## config.mk

```make
export PLATFORM = sky130hd
export DESIGN_NAME = kbd_key_tracker
export DESIGN_NICKNAME = d
export VERILOG_FILES = /design/src/rtl/kbd_key_tracker.sv
export SDC_FILE = /design/constraint.sdc
export NUM_CORES = 1
export LEC_CHECK = 0
export CAP_MARGIN = 10
export CORE_MARGIN = 2
export CORE_UTILIZATION = 55
export DETAILED_ROUTE_END_ITERATION = 12
export PLACE_DENSITY_LB_ADDON = 0.12
export SLEW_MARGIN = 40
export SYNTH_ARGS = -nofsm -noshare
export SYNTH_HDL_FRONTEND = slang
export SYNTH_SLANG_ARGS = --single-unit
```

## constraint.sdc

```tcl
create_clock -name clk_i -period 5.1 [get_ports clk_i]
set_input_delay 0.765 -clock clk_i [delete_from_list [all_inputs] [get_ports clk_i]]
set_output_delay 0.765 -clock clk_i [all_outputs]
set_load 0.1 [all_outputs]
```

## src/rtl/kbd_key_tracker.sv

```systemverilog
// kbd_key_tracker
//   Tracks the held state of NUM_KEYS configurable keys from decoded PS/2
//   scan events. For each key it produces one-cycle press, release and
//   auto-repeat (typematic) pulses for game/menu control logic.
//
// Ports
//   clk_i          system clock
//   rst_i          asynchronous, active-high reset
//   key_pressed_i  scan code of the current event (bit 8 = extended flag)
//   make_i         one-cycle strobe: key_pressed_i was pressed
//   brakee_i       one-cycle strobe: key_pressed_i was released
//   held_o         per-key level, high from press until release
//   press_o        per-key one-cycle press pulse
//   release_o      per-key one-cycle release pulse
//   repeat_o       per-key one-cycle auto-repeat pulse
//   fire_o         press_o | repeat_o
//   last_key_o     index of the most recently pressed tracked key
//   any_held_o     OR of held_o
//
// Channel FSM
//   state      | meaning
//   ST_IDLE    | key not held
//   ST_DELAY   | key held, waiting REPEAT_DELAY cycles for first repeat
//   ST_REPEAT  | key held, repeating every REPEAT_PERIOD cycles
module kbd_key_tracker #(
  parameter int                    NUM_KEYS      = 4,
  parameter logic [NUM_KEYS*9-1:0] KEY_CODES     = {9'h023, 9'h01C, 9'h01B, 9'h01D},
  parameter bit                    REPEAT_EN     = 1'b1,
  parameter int                    REPEAT_DELAY  = 25_000_000,
  parameter int                    REPEAT_PERIOD = 5_000_000
) (
  input  logic                clk_i,
  input  logic                rst_i,
  input  logic [8:0]          key_pressed_i,
  input  logic                make_i,
  input  logic                brakee_i,
  output logic [NUM_KEYS-1:0] held_o,
  output logic [NUM_KEYS-1:0] press_o,
  output logic [NUM_KEYS-1:0] release_o,
  output logic [NUM_KEYS-1:0] repeat_o,
  output logic [NUM_KEYS-1:0] fire_o,
  output logic [3:0]          last_key_o,
  output logic                any_held_o
);

  localparam int CNT_MAX = (REPEAT_DELAY > REPEAT_PERIOD) ? REPEAT_DELAY : REPEAT_PERIOD;
  localparam int CW      = $clog2(CNT_MAX + 1);
  localparam logic [CW-1:0] DELAY_TC  = CW'(REPEAT_DELAY - 1);
  localparam logic [CW-1:0] PERIOD_TC = CW'(REPEAT_PERIOD - 1);

  typedef enum logic [1:0] {
    ST_IDLE   = 2'd0,
    ST_DELAY  = 2'd1,
    ST_REPEAT = 2'd2
  } state_t;

  logic [NUM_KEYS-1:0] press_d,   press_q;
  logic [NUM_KEYS-1:0] release_d, release_q;
  logic [NUM_KEYS-1:0] repeat_d,  repeat_q;
  logic [NUM_KEYS-1:0] held_w;
  logic [3:0]          last_key_d, last_key_q;

  for (genvar i = 0; i < NUM_KEYS; i++) begin : g_ch
    state_t        state_q, state_d;
    logic [CW-1:0] cnt_q, cnt_d;
    logic          hit;
    logic          press_n, release_n, repeat_n;

    assign hit = (key_pressed_i == KEY_CODES[i*9 +: 9]);

    always_ff @(posedge clk_i or posedge rst_i) begin
      if (rst_i) begin
        state_q <= ST_IDLE;
        cnt_q   <= '0;
      end else begin
        state_q <= state_d;
        cnt_q   <= cnt_d;
      end
    end

    always_comb begin
      state_d   = state_q;
      cnt_d     = cnt_q;
      press_n   = 1'b0;
      release_n = 1'b0;
      repeat_n  = 1'b0;
      case (state_q)
        ST_IDLE: begin
          // brakee has priority, so a simultaneous make is dropped
          if (hit && make_i && !brakee_i) begin
            state_d = ST_DELAY;
            cnt_d   = '0;
            press_n = 1'b1;
          end
        end
        ST_DELAY, ST_REPEAT: begin
          // Release wins over a repeat falling due in the same cycle;
          // a resent make while held leaves state and phase untouched.
          if (hit && brakee_i) begin
            state_d   = ST_IDLE;
            cnt_d     = '0;
            release_n = 1'b1;
          end else if (state_q == ST_DELAY) begin
            if (REPEAT_EN) begin
              if (cnt_q == DELAY_TC) begin
                state_d  = ST_REPEAT;
                cnt_d    = '0;
                repeat_n = 1'b1;
              end else begin
                cnt_d = cnt_q + 1'b1;
              end
            end
          end else begin
            if (cnt_q == PERIOD_TC) begin
              cnt_d    = '0;
              repeat_n = 1'b1;
            end else begin
              cnt_d = cnt_q + 1'b1;
            end
          end
        end
        default: begin
          state_d = ST_IDLE;
          cnt_d   = '0;
        end
      endcase
    end

    assign press_d[i]   = press_n;
    assign release_d[i] = release_n;
    assign repeat_d[i]  = repeat_n;
    assign held_w[i]    = (state_q != ST_IDLE);
  end

  // Highest-index channel wins if several are pressed in the same cycle.
  always_comb begin
    last_key_d = last_key_q;
    for (int k = 0; k < NUM_KEYS; k++) begin
      if (press_d[k]) last_key_d = 4'(k);
    end
  end

  always_ff @(posedge clk_i or posedge rst_i) begin
    if (rst_i) begin
      press_q    <= '0;
      release_q  <= '0;
      repeat_q   <= '0;
      last_key_q <= '0;
    end else begin
      press_q    <= press_d;
      release_q  <= release_d;
      repeat_q   <= repeat_d;
      last_key_q <= last_key_d;
    end
  end

  assign held_o     = held_w;
  assign press_o    = press_q;
  assign release_o  = release_q;
  assign repeat_o   = repeat_q;
  assign fire_o     = press_q | repeat_q;
  assign last_key_o = last_key_q;
  assign any_held_o = |held_w;

endmodule

```

; ---- Word level (Yosys, flattened, before mapping)
; Index checks and enable logic that the tools add are counted.
[op_classes]
n_addsub = 4
n_mul = 0
div_mod_pow = 0
n_lt_le_gt_ge = 0
n_eq_ne = 32
n_shift = 0
muxes = 84
bitwise = 1
n_reduce_logical = 31
[op_table]
columns = operator, n
row1 = two-way mux 25 bit, 20
row2 = one-hot mux 25 bit (2 select lines), 4
row3 = adder 25 x 1 -> 25 bit (second input constant), 4
row4 = equality test 25 x 23 -> 1 bit (second input constant), 4
row5 = equality test 25 bit (second input constant), 4
row6 = two-way mux 1 bit, 36
row7 = two-way mux 2 bit, 16
row8 = equality test 9 x 5 -> 1 bit (second input constant), 3
row9 = inequality test 3 bit (second input constant), 8
row10 = two-way mux 4 bit, 4
row11 = one-hot mux 2 bit (2 select lines), 4
row12 = logical AND 1 bit, 12
row13 = AND reduction 3 bit, 4
row14 = equality test 9 x 6 -> 1 bit (second input constant), 1
row15 = equality test 2 x 1 -> 1 bit (second input constant), 4
row16 = equality test 2 bit (second input constant), 4
row17 = logical NOT 2 bit, 4
row18 = inequality test 2 bit (second input constant), 4
row19 = nonzero test 2 bit, 4
row20 = OR reduction 2 bit, 4
row21 = bitwise OR 4 bit, 1
row22 = nonzero test 4 bit, 1
row23 = OR reduction 4 bit, 1
row24 = logical NOT 1 bit, 1
[totals]
ff_bits = 124
latch_bits = 0
ram_bits = 0
rom_bits = 0
input_bits = 13
out_inout_bits = 25
word_cells = 164
mem_count = 0

; ---- Logic depth before layout (Yosys ltp)
; Gate-level depths: netlist of the first run.
[depth]
word_depth = 9
depth_mapped = 9
depth_no_buf = 7

; ---- Worst setup path before layout of the first run
; No wires, ideal clock.
[synth_path]
kind = input-to-reg
startpoint = in key_pressed_i[1]
endpoint = reg g_ch[2].cnt_q[14]
setup_ps = 76
arrival_ps = 2543
t_required_ps = 5024
slack_ps = 2481
cell_stages = 6
path_buffers = 1
cell_sequence = or4b_1 -> buf_4 -> o41a_1 -> nor2_2 -> or4b_1 -> o21ai_1
[synth_via]
elab_chain_len = 4
word_cells_on_any_way = 7
cone_classes = eq/ne: 2 / mux: 2 / reduce/logical: 3
[synth_rtl]
columns = element, line_no
row1 = from (decl), 34  ; input logic [8:0] key_pressed_i,
row2 = equality test 9 x 5 -> 1 bit (*), 69  ; assign hit = (key_pressed_i == KEY_CODES[i*9 +: 9]);
row3 = "logical AND 1 bit, on equally long branches", "99, 90"
row4 = two-way mux 25 bit or logical AND 1 bit (tied branches), "99, 90"
row5 = one-hot mux 25 bit (2 select lines) or inequality test 2 bit (tied branches), -
row6 = to (signal assigned), 77  ; cnt_q <= cnt_d;
row7 = to (decl), 65  ; logic [CW-1:0] cnt_q, cnt_d;
; Every way passes the cells marked *; elsewhere a longest branch is shown, timed or not.
; A chain may end at the register's enable or synchronous reset.

; ---- Final worst setup path of the first run
[layout_path]
startpoint = in key_pressed_i[8]
endpoint = reg g_ch[3].cnt_q[12]
[layout_via]
elab_chain_len = 4
word_cells_on_any_way = 7
cone_classes = eq/ne: 2 / mux: 2 / reduce/logical: 3
[layout_rtl]
columns = element, line_no
row1 = equality test 9 x 6 -> 1 bit (*), 69
row2 = "logical AND 1 bit, on equally long branches", "99, 90"
row3 = two-way mux 25 bit or logical AND 1 bit (tied branches), "99, 90"
row4 = one-hot mux 25 bit (2 select lines) or inequality test 2 bit (tied branches), -
row5 = to (signal assigned), 77
row6 = to (decl), 65
; Marks and branches as above.

==> results of run 1 <==
## cell usage after synthesis, types with 3 or more instances
| master | count |
|---|---|
| mux2i_1 | 3 |
| and4_1 | 18 |
| or4_1 | 4 |
| or4b_1 | 4 |
| a21oi_1 | 14 |
| o211ai_1 | 3 |
| mux2_2 | 4 |
| o311ai_0 | 22 |
| xor2_1 | 27 |
| nor3_1 | 17 |
| nor4b_1 | 4 |
| o311ai_1 | 8 |
| nand2_1 | 83 |
| ha_1 | 20 |
| and2_1 | 14 |
| o21ai_1 | 4 |
| nand3b_1 | 3 |
| nand3_1 | 69 |
| buf_4 | 4 |
| o41ai_1 | 4 |
| o41a_1 | 8 |
| o31ai_1 | 9 |
| clkbuf_1 | 17 |
| a31oi_1 | 5 |
| or3_1 | 8 |
| a2bb2oi_1 | 4 |
| nand2b_1 | 4 |
| dfrtp_1 | 122 |
| nor4_1 | 15 |
| inv_1 | 26 |
| buf_2 | 8 |
| xnor2_1 | 12 |
| o41ai_4 | 3 |
| nor2_1 | 63 |
| or2_2 | 7 |
| nand4bb_1 | 3 |
| nor4bb_1 | 3 |
| and3_1 | 14 |
| o21ai_0 | 17 |
| nand4_1 | 54 |
## critical path, cell delays in order
cell,delay (ns)
clkdlybuf4s50_1,0.55
nand4bb_1,0.42
o41a_1,0.75
nand3_1,0.69
o311ai_0,0.58
## how the worst max path moves through the flow
stage	startpoint	to	slack, ns
2_1_floorplan	rst_i	g_ch[0].cnt_q[0]$_DFFE_PP0P_	1.09
3_3_place_gp	key_pressed_i[1]	g_ch[0].cnt_q[9]$_DFFE_PP0P_	1.32
3_5_place_dp	key_pressed_i[1]	g_ch[2].cnt_q[10]$_DFFE_PP0P_	1.27
4_1_cts	key_pressed_i[8]	g_ch[3].cnt_q[12]$_DFFE_PP0P_	1.62
5_1_grt	key_pressed_i[8]	g_ch[3].cnt_q[17]$_DFFE_PP0P_	1.41
6_report	key_pressed_i[8]	g_ch[3].cnt_q[12]$_DFFE_PP0P_	1.61
## power breakdown
group,switching (µW),leakage (µW),internal (µW)
registers,68.2,0.00169,1030
logic,706,0.00134,238
clock network,424,0.000313,843
## layout make-up
type,instances,area share (%)
clock buffers,25,6.315
multi-input cells,594,47.70
clock inverters,7,1.349
flip-flops and latches,122,37.40
inverters,26,1.257
repair buffers,40,3.342
well taps,172,2.636
## layer usage
metal | up-vias | share of wire (%)
met5 | - | 0
met4 | 0 | 1.6
met3 | 31 | 4.8
met2 | 185 | 47
met1 | 3070 | 46
li1 | 2975 | -
## cell families (layout without fill, tap and decap cells)
group | count (synthesis) | in the layout
adder cells (fa/ha/maj) | 20 | 20
flip-flops | 122 | 122
multiplexers | 7 | 7
other | 1 | 2
buffers and inverters | 57 | 98
AO/OA/AOI/OAI | 124 | 124
AND/OR/NAND/NOR | 402 | 402
XOR/XNOR | 39 | 39
## stage by stage
stage	instances	power, µW	instance area (µm²)	util [%]
2_1_floorplan	773	1843	7171	-
3_3_place_gp	952	2025	7612	60.08
3_5_place_dp	953	2039	7525	59.39
4_1_cts	985	3308	8150	64.32
5_1_grt	986	3461	8163	64.42
6_report	986	3306	8163	64.42
## sequential cells by signal, summed over array words and instances, names as in the netlist
| signal | count |
|---|---|
| g_ch.cnt_q | 100 |
| g_ch.state_q | 8 |
| press_o | 4 |
| release_o | 4 |
| repeat_o | 4 |
| last_key_o | 2 |
## placed cells by master, fill, tap and decap left out, drive strengths merged, types with 7 or more instances in the layout
| cell type | n |
|---|---|
| or3 | 8 |
| o31ai | 9 |
| o21ai | 21 |
| clkbuf | 26 |
| nand2 | 84 |
| o41ai | 9 |
| ha | 20 |
| nor3 | 17 |
| o41a | 8 |
| dfrtp | 122 |
| nor2 | 64 |
| nand3 | 71 |
| and2 | 14 |
| nor4 | 15 |
| clkdlybuf4s50 | 12 |
| inv | 26 |
| and4 | 18 |
| o311ai | 30 |
| nand4 | 54 |
| and3 | 14 |
| a21oi | 15 |
| xnor2 | 12 |
| xor2 | 27 |
| buf | 27 |
| or2 | 7 |
==> metrics.md, run 1 <==
| Metric | Value |
|---|---|
| Status | finished, final reports clean |
| Max Cap Viol | 0 |
| Post-Route WL | 17.54 mm |
| Sequential-to-total area share from yosys stat | 42.60% |
| Post-synth top area cell | dfrtp_1 |
| Post-synthesis adder-cell area fraction | 3.492% |
| Worst-Margin Slew | 0.8544 ns |
| First-pass GRT wire length | 29.73 mm |
| Wire length per cell | 17.79 µm |
| Worst hold path startpoint | g_ch[1].cnt_q[6]$_DFFE_PP0P_ |
| Hold-fix buffers, CTS | 0 |
| Setup violations, final | 0 |
| Static Leakage | 0.003336 µW |
| Vias | 6,261 |
| Post CTS Setup Buffer Count | 0 |
| Met3 Track Usage GR | 6.081% |
| Gpl congestion | 0.8560 |
| Core Rows | 41 |
| Max VDD drop | 0.0002550 V |
| Post-synth EDFFs | 0 |
| Layout cells sized above 1 | 11.06% |
| Nets | 834 |
| Die Y | 118.2 µm |
| Post-route clock skew | 0.005096 ns |
| Tcrit/Tclk final | 68.41% |
| GR Util met2 | 40.57% |
| Mapped Cells | 772 |
| Via/cell ratio | 6.350 |
| Worst Hold End | g_ch[1].cnt_q[6]$_DFFE_PP0P_ |
| R2R Path Start | g_ch[3].state_q[0]$_DFFE_PP0P_ |
| DP Worst Slack | 1.266 ns |
| Gr busiest metal | met2 |
| Max_slew headroom | 43.04% |
| R2R setup slack | 2.22 ns |
| # H-tree levels | 4 |
| Storage cell area | 3053 µm² |
| Synth cell types | 72 |
| Fill count | 1,060 |
| Hold Crit Class | flip-flop to flip-flop |
| Area delta synth->final | 13.90% |
| FFs w/ async S/R, synth | 100.0% |
| Largest net degree at the start of global routing | 82 |
| 1st-iter DRT viols | 476 |
| CP arrival | 3.77 ns |
| Post-synthesis mux area share | 1.047% |
| Final ANT Viol Nets | 0 |
| Met1 Usage GRT | 35.78% |
| Clk slew on worst S/H paths | 0.05 ns |
| Syn Std Cell Area | 7167 µm² |
| Max Buffers Root-to-Sink | 2 |
| Num CTS Buffers | 17 |
| Dpl hpwl | 11.83 mm |
| Yosys reg bits | 122 |
| End of the worst register-to-register path | g_ch[3].cnt_q[12]$_DFFE_PP0P_ |
| Crit path time final | 3.489 ns |
| RSZ-0062 raised after global routing | no |
| Port bufs | 35 |
| Post-CTS Resized | 0 |
| Vias in the first global route | 6,009 |
| Worst Reg-to-Reg Cells | 5 |
| Total Die Area | 13,960 µm² |
| Final setup TNS | 0 ns |
| Fmax | 286.6 MHz |
| Crit path max fanout | 20 |
| Synth top area share | 42.60% |
| WHS Path Cells | 1 |
| CTS tree | done |
| CTS sink cnt | 122 |
| Worst endpoint required time | 5.38 ns |
| Cell Pwr Density | 405.0 nW/µm² |
| Horiz. Die Dim | 118.2 µm |
| Fin. max-slew vios | 0 |
| Area occupied by multi-input gates | 3894 µm² |
| PnR worst setup slack | 1.611 ns |
| CP Launch Type | input port |
| Tightest hold margin | 0.5203 ns |
| Initial core utilization | 56.56% |
| Top_reg_cell synth | dfrtp_1 |
| Global Route Usage Sum | 26.11% |
| Synth Area in Compound Gates | 14.18% |
| Initial DRT Pass Iterations | 5 |
| Clock Latency Late Sink | 0.42 ns |
| Avg Inst Size Synth | 9.284 µm² |
| Final hold vios | 0 |
| Core Area | 12,670 µm² |
| Total gr overflow | 0 |
| N_diodes | 0 |
| WS Path Type | input port to flip-flop |
| Initial antenna violation count | 0 |
| Synth Area in Simple Gates | 30.43% |
| Largest family of logic cells by synthesized area | simple AND/OR/NAND/NOR gates |
| Synth area leaders | dfrtp_1 (43%), nand3_1 (4.8%), nand4_1 (4.7%) |
| Post-Synth XOR/XNOR Area | 4.766% |
| Post-route DRC violation count | 0 |
| Root buf cell | clkbuf_16 |
| Synth Warn # | 0 |
| I/O pin cnt | 38 |
| CP endpoint kind | flip-flop |
(Power assumes the default switching activity.)
==> run 2: changes to the inputs <==
==> constraint.sdc (replaced) <==
create_clock -name clk_i -period 3.2 [get_ports clk_i]
set_input_delay 0.48 -clock clk_i [delete_from_list [all_inputs] [get_ports clk_i]]
set_output_delay 0.48 -clock clk_i [all_outputs]
set_load 0.1 [all_outputs]
==> metrics.md, run 2 (synthesis gave the netlist of run 1 again) <==
| Metric | Value |
|---|---|
| First-pass GRT wire length | 29.97 mm |
| Post-route DRC violation count | 0 |
| Horiz. Die Dim | 118.2 µm |
| Final hold vios | 0 |
| R2R Path Start | g_ch[0].state_q[1]$_DFFE_PP0P_ |
| Num CTS Buffers | 17 |
| Static Leakage | 0.003434 µW |
| Vias in the first global route | 5,928 |
| Cells along the critical path | clkdlybuf4s50_1 > or4b_1 > buf_4 > o41a_1 > nand2_1 > o21ai_0 |
| Via/cell ratio | 6.356 |
| Max reg flops | 100 |
| Die Y | 118.2 µm |
| Root buf cell | clkbuf_16 |
| Max Cap Viol | 0 |
| CP arrival | 2.92 ns |
| Global Route Usage Sum | 26.29% |
| Tcrit/Tclk final | 82.20% |
| Critical path's largest stage delay | 0.69 ns |
| Worst endpoint required time | 3.49 ns |
| Max_slew headroom | 47.91% |
| Final setup TNS | 0 ns |
| Layout cells sized above 1 | 12.48% |
| Final ANT Viol Nets | 0 |
| Worst-Margin Slew | 0.7742 ns |
| Gpl congestion | 0.8729 |
| I/O pin cnt | 38 |
| CP max-delay cell | or4b_1 |
| Most common cell after layout, fill and taps aside | dfrtp_1 |
| Crit path time final | 2.630 ns |
| Status | finished, final reports clean |
| Post-CTS Resized | 0 |
| Post CTS Setup Buffer Count | 0 |
| Fin. max-slew vios | 0 |
| Post-route clock skew | 0.008461 ns |
| Most flop-heavy register | g_ch.cnt_q |
| Dpl hpwl | 12.15 mm |
| CP Buf/Inv Count | 2 |
| Port bufs | 35 |
| Clock Latency Late Sink | 0.42 ns |
| Core Area | 12,670 µm² |
| Total gr overflow | 0 |
| N_diodes | 0 |
| Max Buffers Root-to-Sink | 2 |
| Setup violations, final | 0 |
| RSZ-0062 raised after global routing | no |
| Hold Crit Class | input port to asynchronous set/reset pin |
| Total Die Area | 13,960 µm² |
| Delay-heaviest family, CP | simple AND/OR/NAND/NOR gates |
| CTS tree | done |
| Initial antenna violation count | 0 |
| Cell Pwr Density | 652.3 nW/µm² |
| Hold-fix buffers, CTS | 0 |
| 1st-iter DRT viols | 626 |
| Fmax | 380.2 MHz |
| WS Path Type | input port to flip-flop |
| Placed cell areas | 7710 µm² |
| CP startpoint | key_pressed_i[1] |
| Nets | 854 |
| Largest net degree at the start of global routing | 53 |
| Vias | 6,388 |
| CP Launch Type | input port |
| Max VDD drop | 0.0004652 V |
| CP endpoint kind | flip-flop |
| Area delta synth->final | 16.34% |
| Clk slew on worst S/H paths | 0.05 ns |
| Post-Route WL | 17.41 mm |
| Wire length per cell | 17.33 µm |
| Crit path max fanout | 15 |
| CTS sink cnt | 122 |
| Commonest non-fill, non-tap cells in the layout | dfrtp_1 (122), nand2_1 (83), nand3_1 (69), nor2_1 (63), nand4_1 (54) |
| Core Rows | 41 |
| Final Cell Area | 8338 µm² |
| # H-tree levels | 4 |
| Top flop regs | g_ch.cnt_q (100), g_ch.state_q (8) |
| Initial DRT Pass Iterations | 5 |
| Initial core utilization | 56.56% |
run 2: path summary, 6_finish.rpt:
path | endpoint | slack, ns | cells past startpoint
worst min-delay path | press_o[0]$_DFF_PP0_ | 0.36 | 2
worst max-delay path | g_ch[2].cnt_q[1]$_DFFE_PP0P_ | 0.57 | 6
min in group clk_i | g_ch[0].state_q[1]$_DFFE_PP0P_ | 0.52 | 1
worst max register to register | g_ch[0].cnt_q[3]$_DFFE_PP0P_ | 0.62 | 7
worst min register to register | g_ch[0].state_q[1]$_DFFE_PP0P_ | 0.52 | 1
max in group asynchronous | last_key_o[0]$_DFFE_PP0P_ | 2.15 | 3
run 2: layout make-up:
type                    count  area [µm²]
fillers                  1028        4333
multi-input cells         594        3877
flip-flops and latches    122        3053
clock buffers              23       488.0
repair buffers             60       462.9
well taps                 172       215.2
clock inverters             8       140.1
inverters                  26       101.3
run 2: stage by stage:
| step | util, % | total power (µW) | hold slack [ns] | worst slack (ns) | instances |
|---|---|---|---|---|---|
| floorplan | - | 2938 | 0.4661 | 0.8660 | 773 |
| CTS | 65.80 | 5454 | 0.3595 | 0.5834 | 1005 |
| finish | 65.80 | 5439 | 0.3595 | 0.5697 | 1005 |
| detailed placement | 60.85 | 3396 | 0.4962 | 0.1177 | 974 |
| global route | 65.80 | 5710 | 0.3727 | 0.3666 | 1005 |
| global placement | 61.27 | 3350 | 0.4866 | 0.2258 | 974 |
run 2: layer usage:
layer | vias up | routed length [µm] | part of all wire (%) | track usage, %
met2 | 207 | 8245 | 47 | 40.50
li1 | 3025 | - | - | -
met1 | 3120 | 8015 | 46 | 37.04
met5 | - | 0 | 0 | 0
met3 | 36 | 816 | 4.7 | 4.875
met4 | 0 | 337 | 1.9 | 9.714
run 2: power by group:
| part | switching (µW) | leakage, µW | total (µW) | internal [µW] |
|---|---|---|---|---|
| sequential | 111 | 0.00169 | 1750 | 1640 |
| clock | 679 | 0.000313 | 2050 | 1380 |
| combinational | 1150 | 0.00144 | 1640 | 492 |
| total | 1940 | 0.00343 | 5440 | 3500 |
